[src/rtl/compress_sched_pkg.sv]
// Shared definitions for the COMPRESS scheduler: FSM state encoding,
// operand/result widths and the law-select encoding.
package compress_sched_pkg;

    localparam int SR_W_DEF = 16;
    localparam int SP_W     = 8;

    typedef enum logic {
        S_IDLE = 1'b0,
        S_WAIT = 1'b1
    } state_t;

    typedef enum logic {
        LAW_U = 1'b0,
        LAW_A = 1'b1
    } law_t;

endpackage

[src/rtl/compress_sched_if.sv]
// Requester-side bundle of the COMPRESS scheduler.
// master: channel requesters (req, sr_in, law_in out; gnt, done, sp_out, sp_chan in).
// slave : the scheduler itself (the reverse directions).
interface compress_sched_if
    import compress_sched_pkg::*;
#(
    parameter int N_CH = 4,
    parameter int SR_W = SR_W_DEF,
    parameter int CH_W = $clog2(N_CH)
);
    logic [N_CH-1:0]      req;
    logic [N_CH*SR_W-1:0] sr_in;
    logic [N_CH-1:0]      law_in;
    logic [N_CH-1:0]      gnt;
    logic [N_CH-1:0]      done;
    logic [SP_W-1:0]      sp_out;
    logic [CH_W-1:0]      sp_chan;

    modport master (
        output req, sr_in, law_in,
        input  gnt, done, sp_out, sp_chan
    );

    modport slave (
        input  req, sr_in, law_in,
        output gnt, done, sp_out, sp_chan
    );
endinterface

[src/rtl/compress_sched_rr_pick.sv]
// Combinational round-robin picker: first set bit of req at or after ptr.
// Ports: req (N), ptr (W) in; onehot (N), idx (W), any out.
module compress_sched_rr_pick #(
    parameter int N = 4,
    parameter int W = $clog2(N)
) (
    input  logic [N-1:0] req,
    input  logic [W-1:0] ptr,
    output logic [N-1:0] onehot,
    output logic [W-1:0] idx,
    output logic         any
);
    int          pos;
    logic [W-1:0] cand;

    // Scan offsets from farthest to nearest so the nearest hit wins.
    always_comb begin
        onehot = '0;
        idx    = '0;
        any    = 1'b0;
        pos    = 0;
        cand   = '0;
        for (int j = N - 1; j >= 0; j--) begin
            pos  = (int'(ptr) + j) % N;
            cand = W'(pos);
            if (req[cand]) begin
                onehot       = '0;
                onehot[cand] = 1'b1;
                idx          = cand;
                any          = 1'b1;
            end
        end
    end
endmodule

[src/rtl/compress_sched.sv]
// Round-robin scheduler sharing one COMPRESS unit between N_CH channels.
// Ports: clk, reset (async, active high); bus (requester bundle, slave);
// busy out; cmp_sr/cmp_law to COMPRESS; cmp_sp from COMPRESS.
module compress_sched
    import compress_sched_pkg::*;
#(
    parameter int N_CH    = 4,
    parameter int CMP_LAT = 1,
    parameter int SR_W    = SR_W_DEF
) (
    input  logic            clk,
    input  logic            reset,
    compress_sched_if.slave bus,
    output logic            busy,
    output logic [SR_W-1:0] cmp_sr,
    output logic            cmp_law,
    input  logic [SP_W-1:0] cmp_sp
);
    localparam int CH_W  = $clog2(N_CH);
    localparam int CNT_W = $clog2(CMP_LAT + 1);

    state_t           state, state_n;
    logic [CH_W-1:0]  ptr, ptr_n;
    logic [CH_W-1:0]  cur_chan, chan_n;
    logic [CNT_W-1:0] cnt, cnt_n;
    logic [SR_W-1:0]  sr_q, sr_n;
    logic             law_q, law_n;
    logic [N_CH-1:0]  gnt_q, gnt_n;
    logic [N_CH-1:0]  done_q, done_n;
    logic [SP_W-1:0]  sp_q, sp_n;
    logic [CH_W-1:0]  spc_q, spc_n;

    logic [N_CH-1:0]  pick;
    logic [CH_W-1:0]  win;
    logic             any_req;

    compress_sched_rr_pick #(
        .N (N_CH),
        .W (CH_W)
    ) u_pick (
        .req    (bus.req),
        .ptr    (ptr),
        .onehot (pick),
        .idx    (win),
        .any    (any_req)
    );

    always_ff @(posedge clk or posedge reset) begin
        if (reset) begin
            state    <= S_IDLE;
            ptr      <= '0;
            cur_chan <= '0;
            cnt      <= '0;
            sr_q     <= '0;
            law_q    <= 1'b0;
            gnt_q    <= '0;
            done_q   <= '0;
            sp_q     <= '0;
            spc_q    <= '0;
        end else begin
            state    <= state_n;
            ptr      <= ptr_n;
            cur_chan <= chan_n;
            cnt      <= cnt_n;
            sr_q     <= sr_n;
            law_q    <= law_n;
            gnt_q    <= gnt_n;
            done_q   <= done_n;
            sp_q     <= sp_n;
            spc_q    <= spc_n;
        end
    end

    // Operands only change on a grant, so COMPRESS sees them stable
    // for the whole conversion and until the next grant.
    always_comb begin
        state_n = state;
        ptr_n   = ptr;
        chan_n  = cur_chan;
        cnt_n   = cnt;
        sr_n    = sr_q;
        law_n   = law_q;
        sp_n    = sp_q;
        spc_n   = spc_q;
        gnt_n   = '0;
        done_n  = '0;
        unique case (state)
            S_IDLE: begin
                if (any_req) begin
                    state_n = S_WAIT;
                    sr_n    = bus.sr_in[int'(win) * SR_W +: SR_W];
                    law_n   = bus.law_in[win];
                    chan_n  = win;
                    gnt_n   = pick;
                    ptr_n   = (win == CH_W'(N_CH - 1)) ? '0 : win + 1'b1;
                    cnt_n   = CNT_W'(CMP_LAT - 1);
                end
            end
            S_WAIT: begin
                if (cnt != '0) begin
                    cnt_n = cnt - 1'b1;
                end else begin
                    state_n          = S_IDLE;
                    sp_n             = cmp_sp;
                    spc_n            = cur_chan;
                    done_n[cur_chan] = 1'b1;
                end
            end
        endcase
    end

    assign busy        = (state == S_WAIT);
    assign cmp_sr      = sr_q;
    assign cmp_law     = law_q;
    assign bus.gnt     = gnt_q;
    assign bus.done    = done_q;
    assign bus.sp_out  = sp_q;
    assign bus.sp_chan = spc_q;
endmodule
[src/flat_wrapper.sv]
// flat-port wrapper written by rule: the top's interface ports become plain ports
module compress_sched_flat import compress_sched_pkg::*;
#(
    parameter int N_CH    = 4,
    parameter int CMP_LAT = 1,
    parameter int SR_W    = SR_W_DEF
)
  (clk, reset, busy, cmp_sr, cmp_law, cmp_sp, bus_req, bus_sr_in, bus_law_in, bus_gnt, bus_done, bus_sp_out, bus_sp_chan);
  compress_sched_if #(.N_CH(N_CH), .SR_W(SR_W)) bus_i ();
  input  logic clk;
  input  logic reset;
  output logic busy;
  output logic [SR_W-1:0] cmp_sr;
  output logic cmp_law;
  input  logic [SP_W-1:0] cmp_sp;
  input wire logic [$bits(bus_i.req)-1:0] bus_req;
  input wire logic [$bits(bus_i.sr_in)-1:0] bus_sr_in;
  input wire logic [$bits(bus_i.law_in)-1:0] bus_law_in;
  output wire logic [$bits(bus_i.gnt)-1:0] bus_gnt;
  output wire logic [$bits(bus_i.done)-1:0] bus_done;
  output wire logic [$bits(bus_i.sp_out)-1:0] bus_sp_out;
  output wire logic [$bits(bus_i.sp_chan)-1:0] bus_sp_chan;
  assign bus_i.req = bus_req;
  assign bus_i.sr_in = bus_sr_in;
  assign bus_i.law_in = bus_law_in;
  assign bus_gnt = bus_i.gnt;
  assign bus_done = bus_i.done;
  assign bus_sp_out = bus_i.sp_out;
  assign bus_sp_chan = bus_i.sp_chan;
  compress_sched #(.N_CH(N_CH), .CMP_LAT(CMP_LAT), .SR_W(SR_W)) u_core (.clk(clk), .reset(reset), .bus(bus_i), .busy(busy), .cmp_sr(cmp_sr), .cmp_law(cmp_law), .cmp_sp(cmp_sp));
endmodule
[config.mk]
export PLATFORM = sky130hd
export DESIGN_NAME = compress_sched_flat
export DESIGN_NICKNAME = d
export VERILOG_FILES = /design/src/rtl/compress_sched_pkg.sv /design/src/rtl/compress_sched_if.sv /design/src/rtl/compress_sched_rr_pick.sv /design/src/rtl/compress_sched.sv /design/src/flat_wrapper.sv
export SDC_FILE = /design/constraint.sdc
export NUM_CORES = 1
export LEC_CHECK = 0
export BUFFER_PORTS_ARGS = -buffer_cell sky130_fd_sc_hd__buf_4
export CORE_ASPECT_RATIO = 0.5
export CORE_MARGIN = 2
export CORE_UTILIZATION = 40
export DETAILED_ROUTE_END_ITERATION = 12
export PLACE_DENSITY_LB_ADDON = 0.2
export SYNTH_ARGS = -nofsm -noshare
export SYNTH_HDL_FRONTEND = slang
export SYNTH_SLANG_ARGS = --single-unit
[constraint.sdc]
create_clock -name clk -period 3.24 [get_ports clk]
set_input_delay 0.324 -clock clk [delete_from_list [all_inputs] [get_ports clk]]
set_output_delay 0.324 -clock clk [all_outputs]
set_load 0.05 [all_outputs]
======== After elaboration in Yosys (flattened, before gate mapping) ========
Cells that the tools add are included.
word-level totals
  flip-flop bits (word level) ............. 41
  bits of input ports ..................... 82
cells by class
  $add $sub $neg .......................... 5
  shifts and indexed selects .............. 1
  bitwise logic cells ..................... 2
  $lt $le $gt $ge ......................... 11
  reductions and logical operators ........ 7
  equal/unequal tests ..................... 2
  multiplexer cells ....................... 43
operator list
  cell                 number
  $shiftx 64x7->16     1
  $mux 4               8
  $lt 2x3->1 const B   6
  $mux 1               18
  $bmux 1 s2           5
  $demux 1 s2          5
  $ge 2x1->1 const B   5
  $mux 2               5
  $logic_and 1x1->1    5
  $add 2x1->2 const B  2
  $add 2x2->2 const B  2
  $pmux 1 s2           2
  $reduce_and 2->1     2
  $eq 2x2->1 const B   1
  $ne 2x1->1 const B   1
  $not 1->1            2
  $sub 1x1->1 const B  1

======== Logic depth before layout (Yosys ltp) ========
  word-level depth ........................ 11
  depth in mapped cells ................... 11

======== Cells and area by module ========
From an unflattened synthesis, not the netlist that was laid out.
second synthesis, totals
  cells, all modules ...................... 172
  area total of the unflattened synthesis .. 2453.6 sq um
by module, submodules not included
  module                  times used  cells an instance  area each (sq um)
  compress_sched          1           111                1944.4
  compress_sched_rr_pick  1           61                 509.2

======== Worst setup path after synthesis ========
OpenSTA, ideal clock, no wires.
  kind .................................... register -> register
  start point ............................. register u_core.ptr[1]
  end point ............................... register u_core.sr_q[0], in the netlist u_core.cmp_sr[0]
  arrival time ............................ 2.391 ns
  clock period less this slack ............ 2.485 ns
  data required time ...................... 3.146 ns
  cell stages (with the launch flop) ...... 12
  path buffers ............................ 4
  slack ................................... 0.755 ns
  path through ............................ dfrtp_1 > buf_2 > inv_1 > ha_1 > buf_4 > inv_1 > o31a_1 > a221o_1 > and2_4 > buf_6 > buf_6 > a221oi_2
on the way
  word-level cells in the longest chain between the ends .. 8
  elaborated cells on any way between the ends .. 21
  classes of those cells .................. add/sub: 3; shift: 1; mux: 16; reduce/logical: 1
ends and longest elaborated chain
  what                                                  line                          source
  from (decl)                                           compress_sched.sv:23          logic [CH_W-1:0] ptr, ptr_n;
  from (signal assigned)                                compress_sched.sv:62          ptr <= ptr_n;
  $add 2x2->2                                           compress_sched_rr_pick.sv:24  pos = (int'(ptr) + j) % N;
  $bmux 1 s2                                            compress_sched_rr_pick.sv:26  if (req[cand]) begin
  $mux 1 (not written as such)                          compress_sched_rr_pick.sv:26
  $mux 2 or $mux 1 (tied branches) (4 in a row)         compress_sched_rr_pick.sv:26
  $shiftx 64x7->16 or $reduce_and 2->1 (tied branches)  --
  to (signal assigned)                                  compress_sched.sv:65          sr_q <= sr_n;
  to (decl)                                             compress_sched.sv:26          logic [SR_W-1:0] sr_q, sr_n;
Parallel ways exist; a longest one is shown, timed or not. The select of a mux whose other input is x is not followed.
A chain may end at the register's enable or synchronous reset.

======== Worst setup path in the final report ========
  start point ............................. register u_core.ptr[1]
  end point ............................... register u_core.law_q, in the netlist u_core.cmp_law
on the way
  word-level cells in the longest chain between the ends .. 9
  elaborated cells on any way between the ends .. 22
  classes of those cells .................. add/sub: 3; mux: 18; reduce/logical: 1
ends and longest elaborated chain
  what                          line                          source
  $add 2x2->2                   compress_sched_rr_pick.sv:24
  $bmux 1 s2                    compress_sched_rr_pick.sv:26
  $mux 1 (not written as such)  compress_sched_rr_pick.sv:26
  $mux 2 (4 in a row)           compress_sched_rr_pick.sv:26
  $bmux 1 s2                    compress_sched.sv:92          law_n = bus.law_in[win];
  $mux 1 (not written as such)  compress_sched.sv:92
  to (signal assigned)          compress_sched.sv:66          law_q <= law_n;
  to (decl)                     compress_sched.sv:27          logic law_q, law_n;
Parallel ways exist; a longest one is shown, timed or not. The select of a mux whose other input is x is not followed.

==> impl_metrics.json <==
{
  "grt_max_degree": 38,
  "cts_resized": 0,
  "fin_skew_ns": 0.00281,
  "final_hold_viol_count": 0,
  "fp-row-count": 20,
  "fin_ws_ns": 0.465,
  "synth-seq-cells": 40,
  "setup_violations": 0,
  "yosysMostFrequentCell": "dfrtp_1",
  "fill_cells": 511,
  "min_period_ns": 2.77,
  "wire_per_inst_um": 14.2,
  "worstSkewPairLatency_ns": 0.27,
  "netlist_area_um2": 2460,
  "synthToLayoutAreaGrowth_pct": 43.3,
  "min_period_over_period_pct": 85.6,
  "remaining_drc_errors": 0,
  "dp_hpwl_mm": 4.27,
  "ys_seq_area_share_pct": 40.6,
  "synth_xor_area_share_pct": 0.356,
  "antenna_found_initial": 0,
  "crit_start": "u_core.ptr[1]$_DFFE_PP0P_",
  "synth-compound-area-share_pct": 17.0,
  "antenna_left": 0,
  "p_int_mw": 2.01,
  "critPathArrivalTime_ns": 2.94,
  "cts_hold_buf": 0,
  "ir_worst_vdd_mv": 0.415,
  "timing.rr.start": "u_core.ptr[1]$_DFFE_PP0P_",
  "clkSinkCount": 40,
  "fmaxAchievable_mhz": 360,
  "path_max_fanout": 17,
  "p_comb_share_pct": 62.9,
  "p_leak_nw": 1.75,
  "numCtsBuffers": 5,
  "synthAdderAreaFrac_pct": 4.06,
  "path_class": "reg2reg",
  "cts_tree": "built",
  "drt_iter0_drc": 60,
  "cts_setup_buffers": 0,
  "grt_pass1_vias": 2027,
  "gp_congestion": 0.776,
  "avgViaCountPerCell": 5.17,
  "start_util_pct": 41.0,
  "grt_usage_pct": 17.0,
  "synth_area_leader_cell": "dfrtp_1",
  "tightest_slew_ns": 0.727,
  "coreArea_um2": 6010,
  "end_kind": "flop",
  "synthCells": 214,
  "die_x_um": 115,
  "final_util_pct": 58.8,
  "power_frac_clock_pct": 14.6,
  "instances_no_fill": 404,
  "syn_nets": 304,
  "drv_slew": 0,
  "htree_levels": 2,
  "die_h_um": 59.5,
  "rsz0062_at_grt": "false",
  "p_sw_share_pct": 47.3,
  "crit_path_start_kind": "flop",
  "post_synth_and_or_nand_nor_area_fraction_pct": 8.79,
  "finalSetupTns_ns": 0,
  "synth_ff_type": "dfrtp_1",
  "seqPwrFrac_pct": 22.6,
  "grt_remaining_overflow": 0,
  "insertedDiodeCount": 0,
  "hold-worst-slack_ns": 0.177,
  "clk_path_buf_depth": 2,
  "ys_types": 41,
  "status": "complete, no violations",
  "drive_gt1_share_pct": 49.2,
  "die_area_um2": 6840,
  "ys.warnings.count": 0,
  "synth_top_family_by_area": "multiplexers",
  "io_buffers": 117,
  "vias": 2088,
  "wirelength_mm": 5.72,
  "synth_mux_area_share_pct": 22.0,
  "cp.required_ns": 3.41,
  "ios": 118,
  "yosysTopAreaCellShare_pct": 40.6,
  "synth_edf_count": 0,
  "syn_area_per_cell_um2": 11.5,
  "preCtsSetupSlack_ns": 0.480,
  "cts.clk_slew.worst_paths_ns": 0.06,
  "cts-root-buf": "clkbuf_16",
  "dpl.cell_count": 396,
  "grt_pass1_wl_mm": 9.15,
  "firstDrtPassIters": 4,
  "powerDensity_nw_per_um2": 1080,
  "drv_cap": 0,
  "ys_top_cells_by_count": "dfrtp_1 (40), mux2i_1 (35), nor2_1 (22)",
  "asyncSetResetFlopFracSynth_pct": 100,
  "netlist_top_cells_area": "dfrtp_1 (41%), mux2i_1 (14%), a221oi_2 (6.1%)",
  "hold_path_class": "in2async",
  "switching_power_mw": 1.80,
  "slew_headroom_pct": 51.5,
  "final_nets": 416
}
## cells in the final DEF (no fill, tap or decap), types with 5 or more instances in the layout
cell type and n:
dfrtp_1 40, ha_1 8, clkbuf_16 5, inv_1 8
buf_4 121, a221oi_1 11, a221oi_2 10, mux2i_1 35
mux2_2 11, a21oi_1 7, nand2_1 7, nor2_1 22
## logic make-up (layout without fill, tap and decap cells)
family | count (synthesis) | after routing
compound gates | 46 | 46
buf+inv | 27 | 140
mux | 49 | 49
fa+ha+maj | 8 | 8
xor+xnor | 1 | 1
flops | 40 | 40
simple gates | 43 | 43
## power groups by stage
stage          clock [mW]  sequential [mW]  combinational [mW]
6_report            0.554            0.859                2.39
3_3_place_gp            0            0.863                2.36
3_5_place_dp            0            0.864                2.41
4_1_cts             0.562            0.860                2.41
5_1_grt             0.584            0.888                2.55
2_1_floorplan           0             1.47                1.27
## area by class of cell
cell class | instances | area [µm²] | share of cell area (%)
multi-input combinational | 147 | 1300 | 36.8
sequential | 40 | 1000 | 28.3
timing repair buffer | 122 | 928 | 26.3
clock buffer | 5 | 125 | 3.54
tap | 77 | 96.3 | 2.73
clock inverter | 3 | 42.5 | 1.20
inverter | 10 | 37.5 | 1.06
## per-stage QoR
stage                     total power, mW  cell area, µm²
after floorplan                      2.74            2460
after global placement               3.22            3360
after detailed placement             3.27            3360
after CTS                            3.83            3530
after global routing                 4.02            3530
final                                3.81            3530
## flip-flops by register name, summed over array words and instances, names as in the netlist
register	cells
u_core.bus.sp_chan	2
u_core.bus.gnt	4
u_core.ptr	2
u_core.bus.sp_out	8
u_core.cmp_law	1
u_core.bus.done	4
u_core.cmp_sr	16
u_core.busy	1
u_core.cur_chan	2
## path summary, 6_finish.rpt
| path | to | slack (ns) | cells past startpoint |
|---|---|---|---|
| setup / recovery | u_core.cmp_law$_DFFE_PP0P_ | 0.47 | 7 |
| hold / removal | u_core.cmp_sr[4]$_DFFE_PP0P_ | 0.18 | 2 |
| setup reg to reg | u_core.cmp_law$_DFFE_PP0P_ | 0.47 | 7 |
| hold reg to reg | u_core.bus.done[0]$_DFF_PP0_ | 0.50 | 1 |
| max in group asynchronous | u_core.bus.sp_out[2]$_DFFE_PP0P_ | 2.31 | 3 |
| min in group clk | u_core.bus.sp_out[0]$_DFFE_PP0P_ | 0.28 | 2 |
## per-layer routing
layer	wire, µm	share of wire (%)	global-route usage, %
met1	2460	43	20.6
met2	2910	51	30.3
met3	293	5.1	5.21
met4	60	1.0	4.13
met5	0	0	0
## critical path: stages (launching register included)
cell and delay [ns]:
dfrtp_1 0.60, inv_1 0.19, ha_1 0.47, inv_1 0.13, o31a_1 0.30, a221o_1 0.39, and2_4 0.27, a221oi_1 0.31
Power figures use the tool's default switching activity.
